$ cat src/rtl/stim_seq_pkg.sv
// Shared types and sizes for the 4-input cell stimulus sequencer.
// Holds the controller state encoding and the code/counter widths.
package stim_seq_pkg;

    typedef enum logic [1:0] {
        IDLE = 2'd0,
        HOLD = 2'd1,
        DONE = 2'd2
    } state_t;

    localparam int NUM_CODES = 16;
    localparam int CODE_W    = 4;
    localparam int CNT_W     = 8;

endpackage

$ cat src/rtl/stim_seq_order.sv
// Step-index to input-code mapping for the stimulus sequencer.
// STIM_SEQ_GRAY_EN selects reflected Gray order; otherwise binary ascending.
module stim_seq_order
    import stim_seq_pkg::*;
(
    input  logic [CODE_W-1:0] step,
    output logic [CODE_W-1:0] code
);

`ifdef STIM_SEQ_GRAY_EN
    // Gray order: exactly one cell input toggles between adjacent steps
    always_comb code = step ^ (step >> 1);
`else
    // Binary order: the code is the step index itself
    always_comb code = step;
`endif

endmodule

$ cat src/rtl/stimulus_sequencer_4b.sv
// Exhaustive 4-input cell characterisation sequencer: FSM, dwell counter,
// compare and result registers. Code order set by STIM_SEQ_GRAY_EN.
module stimulus_sequencer_4b
    import stim_seq_pkg::*;
#(
    parameter int DWELL = 20
) (
    input  logic        clk,
    input  logic        rst,
    input  logic        start,
    input  logic        abort,
    input  logic [15:0] expected,
    input  logic        dut_out,
    output logic        a_stimulus,
    output logic        b_stimulus,
    output logic        c_stimulus,
    output logic        d_stimulus,
    output logic        busy,
    output logic        done,
    output logic        pass,
    output logic [15:0] fail_mask,
    output logic [4:0]  fail_count
);

    localparam logic [CNT_W-1:0]  DW_END    = CNT_W'(DWELL - 1);
    localparam logic [CODE_W-1:0] LAST_STEP = CODE_W'(NUM_CODES - 1);

    state_t              state;
    state_t              state_nxt;
    logic [CNT_W-1:0]    cnt;
    logic [CODE_W-1:0]   step;
    logic [CODE_W-1:0]   stim;
    logic [CODE_W-1:0]   ord_idx;
    logic [CODE_W-1:0]   ord_code;
    logic                accept;
    logic                at_end;
    logic                last;
    logic                mismatch;

    // Code for the step about to be applied (first step or next step)
    stim_seq_order u_order (
        .step (ord_idx),
        .code (ord_code)
    );

    // State register
    always_ff @(posedge clk) begin
        if (rst) state <= IDLE;
        else     state <= state_nxt;
    end

    // Next-state logic and per-cycle control strobes
    always_comb begin
        state_nxt = state;
        accept    = 1'b0;
        at_end    = 1'b0;
        last      = 1'b0;
        mismatch  = 1'b0;
        ord_idx   = step + CODE_W'(1);
        unique case (state)
            IDLE: begin
                if (start && !abort) begin
                    state_nxt = HOLD;
                    accept    = 1'b1;
                    ord_idx   = '0;
                end
            end
            HOLD: begin
                if (abort) begin
                    state_nxt = IDLE;
                end else if (cnt == DW_END) begin
                    at_end   = 1'b1;
                    mismatch = (dut_out != expected[stim]);
                    if (step == LAST_STEP) begin
                        last      = 1'b1;
                        state_nxt = DONE;
                    end
                end
            end
            DONE: begin
                state_nxt = IDLE;
            end
            default: begin
                state_nxt = IDLE;
            end
        endcase
    end

    // Step/dwell counters, registered stimulus and result registers.
    // The stimulus register holds code(step) during HOLD, so it doubles
    // as the truth-table index for the compare.
    always_ff @(posedge clk) begin
        if (rst) begin
            cnt        <= '0;
            step       <= '0;
            stim       <= '0;
            pass       <= 1'b0;
            fail_mask  <= '0;
            fail_count <= '0;
        end else if (accept) begin
            cnt        <= '0;
            step       <= '0;
            stim       <= ord_code;
            pass       <= 1'b0;
            fail_mask  <= '0;
            fail_count <= '0;
        end else if (state == HOLD) begin
            if (abort) begin
                stim <= '0;
                pass <= 1'b0;
            end else begin
                cnt <= cnt + CNT_W'(1);
                if (at_end) begin
                    if (mismatch) begin
                        fail_mask  <= fail_mask | (16'd1 << stim);
                        fail_count <= fail_count + 5'd1;
                    end
                    if (last) begin
                        stim <= '0;
                        pass <= (fail_count == 5'd0) && !mismatch;
                    end else begin
                        step <= step + CODE_W'(1);
                        cnt  <= '0;
                        stim <= ord_code;
                    end
                end
            end
        end else if (state == DONE && abort) begin
            pass <= 1'b0;
        end
    end

    assign a_stimulus = stim[0];
    assign b_stimulus = stim[1];
    assign c_stimulus = stim[2];
    assign d_stimulus = stim[3];
    assign busy       = (state == HOLD);
    assign done       = (state == DONE) && !abort;

endmodule

$ cat config.mk
export PLATFORM = sky130hd
export DESIGN_NAME = stimulus_sequencer_4b
export DESIGN_NICKNAME = d
export VERILOG_FILES = /design/src/rtl/stim_seq_pkg.sv /design/src/rtl/stim_seq_order.sv /design/src/rtl/stimulus_sequencer_4b.sv
export SDC_FILE = /design/constraint.sdc
export NUM_CORES = 1
export LEC_CHECK = 0
export ABC_AREA = 1
export CORE_MARGIN = 2
export CORE_UTILIZATION = 45
export DETAILED_ROUTE_END_ITERATION = 10
export PLACE_DENSITY = 0.8
export RECOVER_POWER = 25
export SLEW_MARGIN = 5
export SYNTH_ARGS = -nofsm -noshare
export SYNTH_HDL_FRONTEND = slang
export SYNTH_HIERARCHICAL = 1
export SYNTH_SLANG_ARGS = --single-unit
$ cat constraint.sdc
create_clock -name clk -period 1.6 [get_ports clk]
set_clock_uncertainty 0.2 [all_clocks]
set_input_delay 0.32 -clock clk [delete_from_list [all_inputs] [get_ports clk]]
set_output_delay 0.32 -clock clk [all_outputs]
set_load 0.1 [all_outputs]
==> run summary <==
After detailed routing, the average wire length per cell comes to 15.3 um. At the end of the flow, the number of nets in the layout was 434. During placement, the flow inserted port buffers numbering 48.

The clock transition at the register clock pins on the worst setup and hold paths after CTS was 0.08 ns. The floorplan has 25 rows. The run gives 20 as the maximum number of pins on one net before global-route repair. The number of enable-type register cells in the synthesized netlist works out to 0.

Most instantiated flip-flop cell in the synthesis netlist: sky130_fd_sc_hd__dfxtp_1. For the pin with the worst max-slew slack, the measured transition is 0.348 ns. Overall power consumption after layout is estimated at 2.17 mW. For the worst setup path, the data required time is 1.63 ns. The core region is 0.00469 mm^2.

The most critical setup path has its endpoint at fail_mask[2]. The worst-case setup margin in the final layout is -0.338 ns. The via count is 2511. Max-cap violations in this run came to 0. The total global routing overflow is 0. For the finished layout, the period the worst path requires is 1.94 ns. The headroom to the max-slew limit was 76.6%; the maximum clock frequency was 516 MHz. For the final number of max-transition violations, the log shows 0. The floorplan step defined a die boundary enclosing 0.00540 mm^2. The placement-stage worst setup slack is -0.513 ns.

In this run the critical register-to-register path is launched from stim[0]. The H-tree depth reported by CTS is 2. Summed over all nets, the half-perimeter wirelength after detailed placement is 4380 um.

In the synthesized netlist, the cells that appear most often are sky130_fd_sc_hd__nor2_1 (64), sky130_fd_sc_hd__nand2_1 (56), sky130_fd_sc_hd__dfxtp_1 (40). For the peak supply drop, the log shows 0.566 mV. The run gives 7120 um as the aggregate routed wire length.

The synthesized netlist occupies a cell area of 0.00217 mm^2. For the number of buffers inserted by hold repair at cts, the log shows 0. For this block, the initial DRC count from the detailed router was 173.

The Yosys step of the flow raised 6 warnings. Synthesized netlist cell count: 315. For the latest clock arrival within the worst-skew pair, the log shows 0.30 ns. For the number of global-route vias before repair, the log shows 2284. The root buffer cell chosen for the clock tree is sky130_fd_sc_hd__clkbuf_8.

The total track usage was 23.8%; the register-to-register setup slack was -0.34 ns. Measured in cells, the most critical reg-to-reg path has a length of 13. The clock passes through at most 2 buffers. The initial antenna violation count is 0. The critical path is of the reg -> reg type.

The share of Yosys cell area claimed by the top area cell type is 36.9%. The number of nets in the synthesized netlist is 340. The tools report the count of cell types in the netlist as 29.

Data on the critical path arrives at its endpoint at 1.97 ns. After synthesis, the mean cell area works out to 6.90 um^2. Final count of negative-setup-slack endpoints: 32. In this run the cell area measured after placement is 0.00329 mm^2. The detail route stage leaves a number of antenna-violating nets equal to 0. Share of synthesized area occupied by flip-flops and latches: 36.9%. In this run the critical register-to-register path is captured at fail_mask[2]. The worst setup path is launched from a flip-flop. The first-pass GRT wire length came out at 10100 um. The post-detailed-route via-to-cell ratio was 5.41. From synthesis to final layout, the design area changed by 70.5%.

The flip-flop and latch count after synthesis is 40. The final reports fail on setup timing. The worst path uses 121% of the clock period. The repair_antennas step left the layout with diodes totalling 0. By area the synthesized netlist is led by sky130_fd_sc_hd__dfxtp_1 (37%), sky130_fd_sc_hd__nor2_1 (11%), sky130_fd_sc_hd__nand2_1 (9.7%). sky130_fd_sc_hd__dfxtp_1 takes more of the synthesized area than any other cell. For this run, asynchronously set or reset flops after synthesis account for 0%. The final RePlAce weighted congestion is 0.858. TritonCTS built the clock tree. The most instantiated library cell after synthesis is sky130_fd_sc_hd__nor2_1. In this run the static leakage power is 1.49 nW. The initial utilization of the core area, before any placement, comes to 46.3%.

The critical path starts at stim[0]. Of all nets on the critical path, the largest fanout is 8. The tree built by TritonCTS fans out to 40 sinks. In the final layout, the share of cells above drive strength 1 is 42.7%.

In this run, CTS created clock tree buffers numbering 5. For this run, the detailed router's first-pass iteration total came to 4. STA classifies the critical path endpoint as a flip-flop. The final-report hold violation count is 0. The cell area after layout came out at 0.00370 mm^2.

Setup repair after global routing could not meet its margin everywhere. The path class of the tightest hold or removal check is reg -> reg. The flow ran to the end, but the final reports show violations.

From left edge to right edge, the die measures 73.5 um. For this design the top-level I/O count stands at 49. Along the worst hold path, the cell count comes to 2.

The number of remaining DRC errors was 0; the die height was 73.5 um. In this run the power density over the cells is 585 mW/mm^2.
## cell usage in the layout, fill, tap and decap left out, drive strengths merged
cell type,n
bufinv,1
nand2,57
a21oi,13
nand4,10
o22ai,1
nor2,83
inv,31
clkdlybuf4s15,1
and3,1
buf,77
xor2,5
o21ai,10
clkdlybuf4s50,19
dfxtp,40
a211oi,2
nand3,38
ha,4
clkbuf,9
nor3,6
clkinv,2
## routing by layer
| metal | share of wire (%) | up-vias | wire (um) | track usage [%] |
|---|---|---|---|---|
| met5 | 0 | - | 0 | 0 |
| met4 | 3.7 | 0 | 263 | 9.29 |
| met3 | 6.1 | 26 | 434 | 5.76 |
| met2 | 54 | 111 | 3830 | 43.0 |
| met1 | 36 | 1175 | 2590 | 26.6 |
| li1 | - | 1199 | - | - |
## flip-flops by register name (all words and copies together), names as in the netlist
signal and flops:
cnt 8, fail_count 5, fail_mask 16, pass 1
state 2, step 4, stim 4
## final cells by class
class,instances,area (um^2)
Fill cell,269,988
Timing Repair Buffer,100,1170
Tap cell,54,67.6
Clock buffer,6,82.6
Inverter,32,125
Sequential cell,40,822
Multi-Input combinational cell,230,1390
Clock inverter,2,38.8
## stage by stage
stage / std cells / hold slack (ns) / utilization, % / setup TNS (ns)
final: 464 / 0.284 / 78.9 / -6.08
after global routing: 464 / 0.321 / 78.9 / -9.28
after CTS: 459 / 0.326 / 75.0 / -4.38
after detailed placement: 449 / 0.312 / 70.2 / -18.28
after global placement: 449 / 0.305 / 70.2 / -16.62
after floorplan: 315 / 0.179 / - / -16.34
## cell families (layout without fill, tap and decap cells)
logic type / count (synthesis) / in the layout / share of synthesized area (%)
simple gates: 195 / 195 / 42.5
buf+inv: 45 / 140 / 9.85
flops: 40 / 40 / 36.9
compound gates: 26 / 26 / 6.51
xor+xnor: 5 / 5 / 2.02
fa+ha+maj: 4 / 4 / 2.30
## critical path: stages (launching register included)
cell,delay (ns)
sky130_fd_sc_hd__dfxtp_4,0.38
sky130_fd_sc_hd__buf_6,0.14
sky130_fd_sc_hd__nand2_2,0.05
sky130_fd_sc_hd__nand2_1,0.06
sky130_fd_sc_hd__nand2_1,0.08
sky130_fd_sc_hd__nand3_2,0.10
sky130_fd_sc_hd__nand3_4,0.10
sky130_fd_sc_hd__nand2_2,0.07
sky130_fd_sc_hd__nand2_4,0.07
sky130_fd_sc_hd__nand3_4,0.14
sky130_fd_sc_hd__buf_12,0.19
sky130_fd_sc_hd__nor2_2,0.12
sky130_fd_sc_hd__nor2_1,0.08
sky130_fd_sc_hd__nor2_1,0.09
## repair_timing
item                                    in CTS  in global routing
endpoints found under the setup margin      40                 43
resized for setup                           23                 50
pin swaps                                   11                 32
buffers inserted                             1                  6
gates cloned                                 1                  0
## power by group
group          internal [mW]  switching, mW
Clock                  0.510          0.381
Combinational          0.129          0.146
Sequential             0.994        0.00548
## how the worst min path moves through the flow
| stage | slack [ns] | end | start |
|---|---|---|---|
| 2_1_floorplan | 0.18 | stim[0] | rst |
| 4_1_cts | 0.33 | fail_mask[6] | fail_mask[6] |
| 3_3_place_gp | 0.31 | fail_mask[2] | fail_mask[2] |
| 3_5_place_dp | 0.31 | fail_mask[6] | fail_mask[6] |
| 5_1_grt | 0.32 | fail_mask[15] | fail_mask[15] |
| 6_report | 0.28 | fail_mask[15] | fail_mask[15] |
Note: power is estimated with default switching activity, not from simulation.
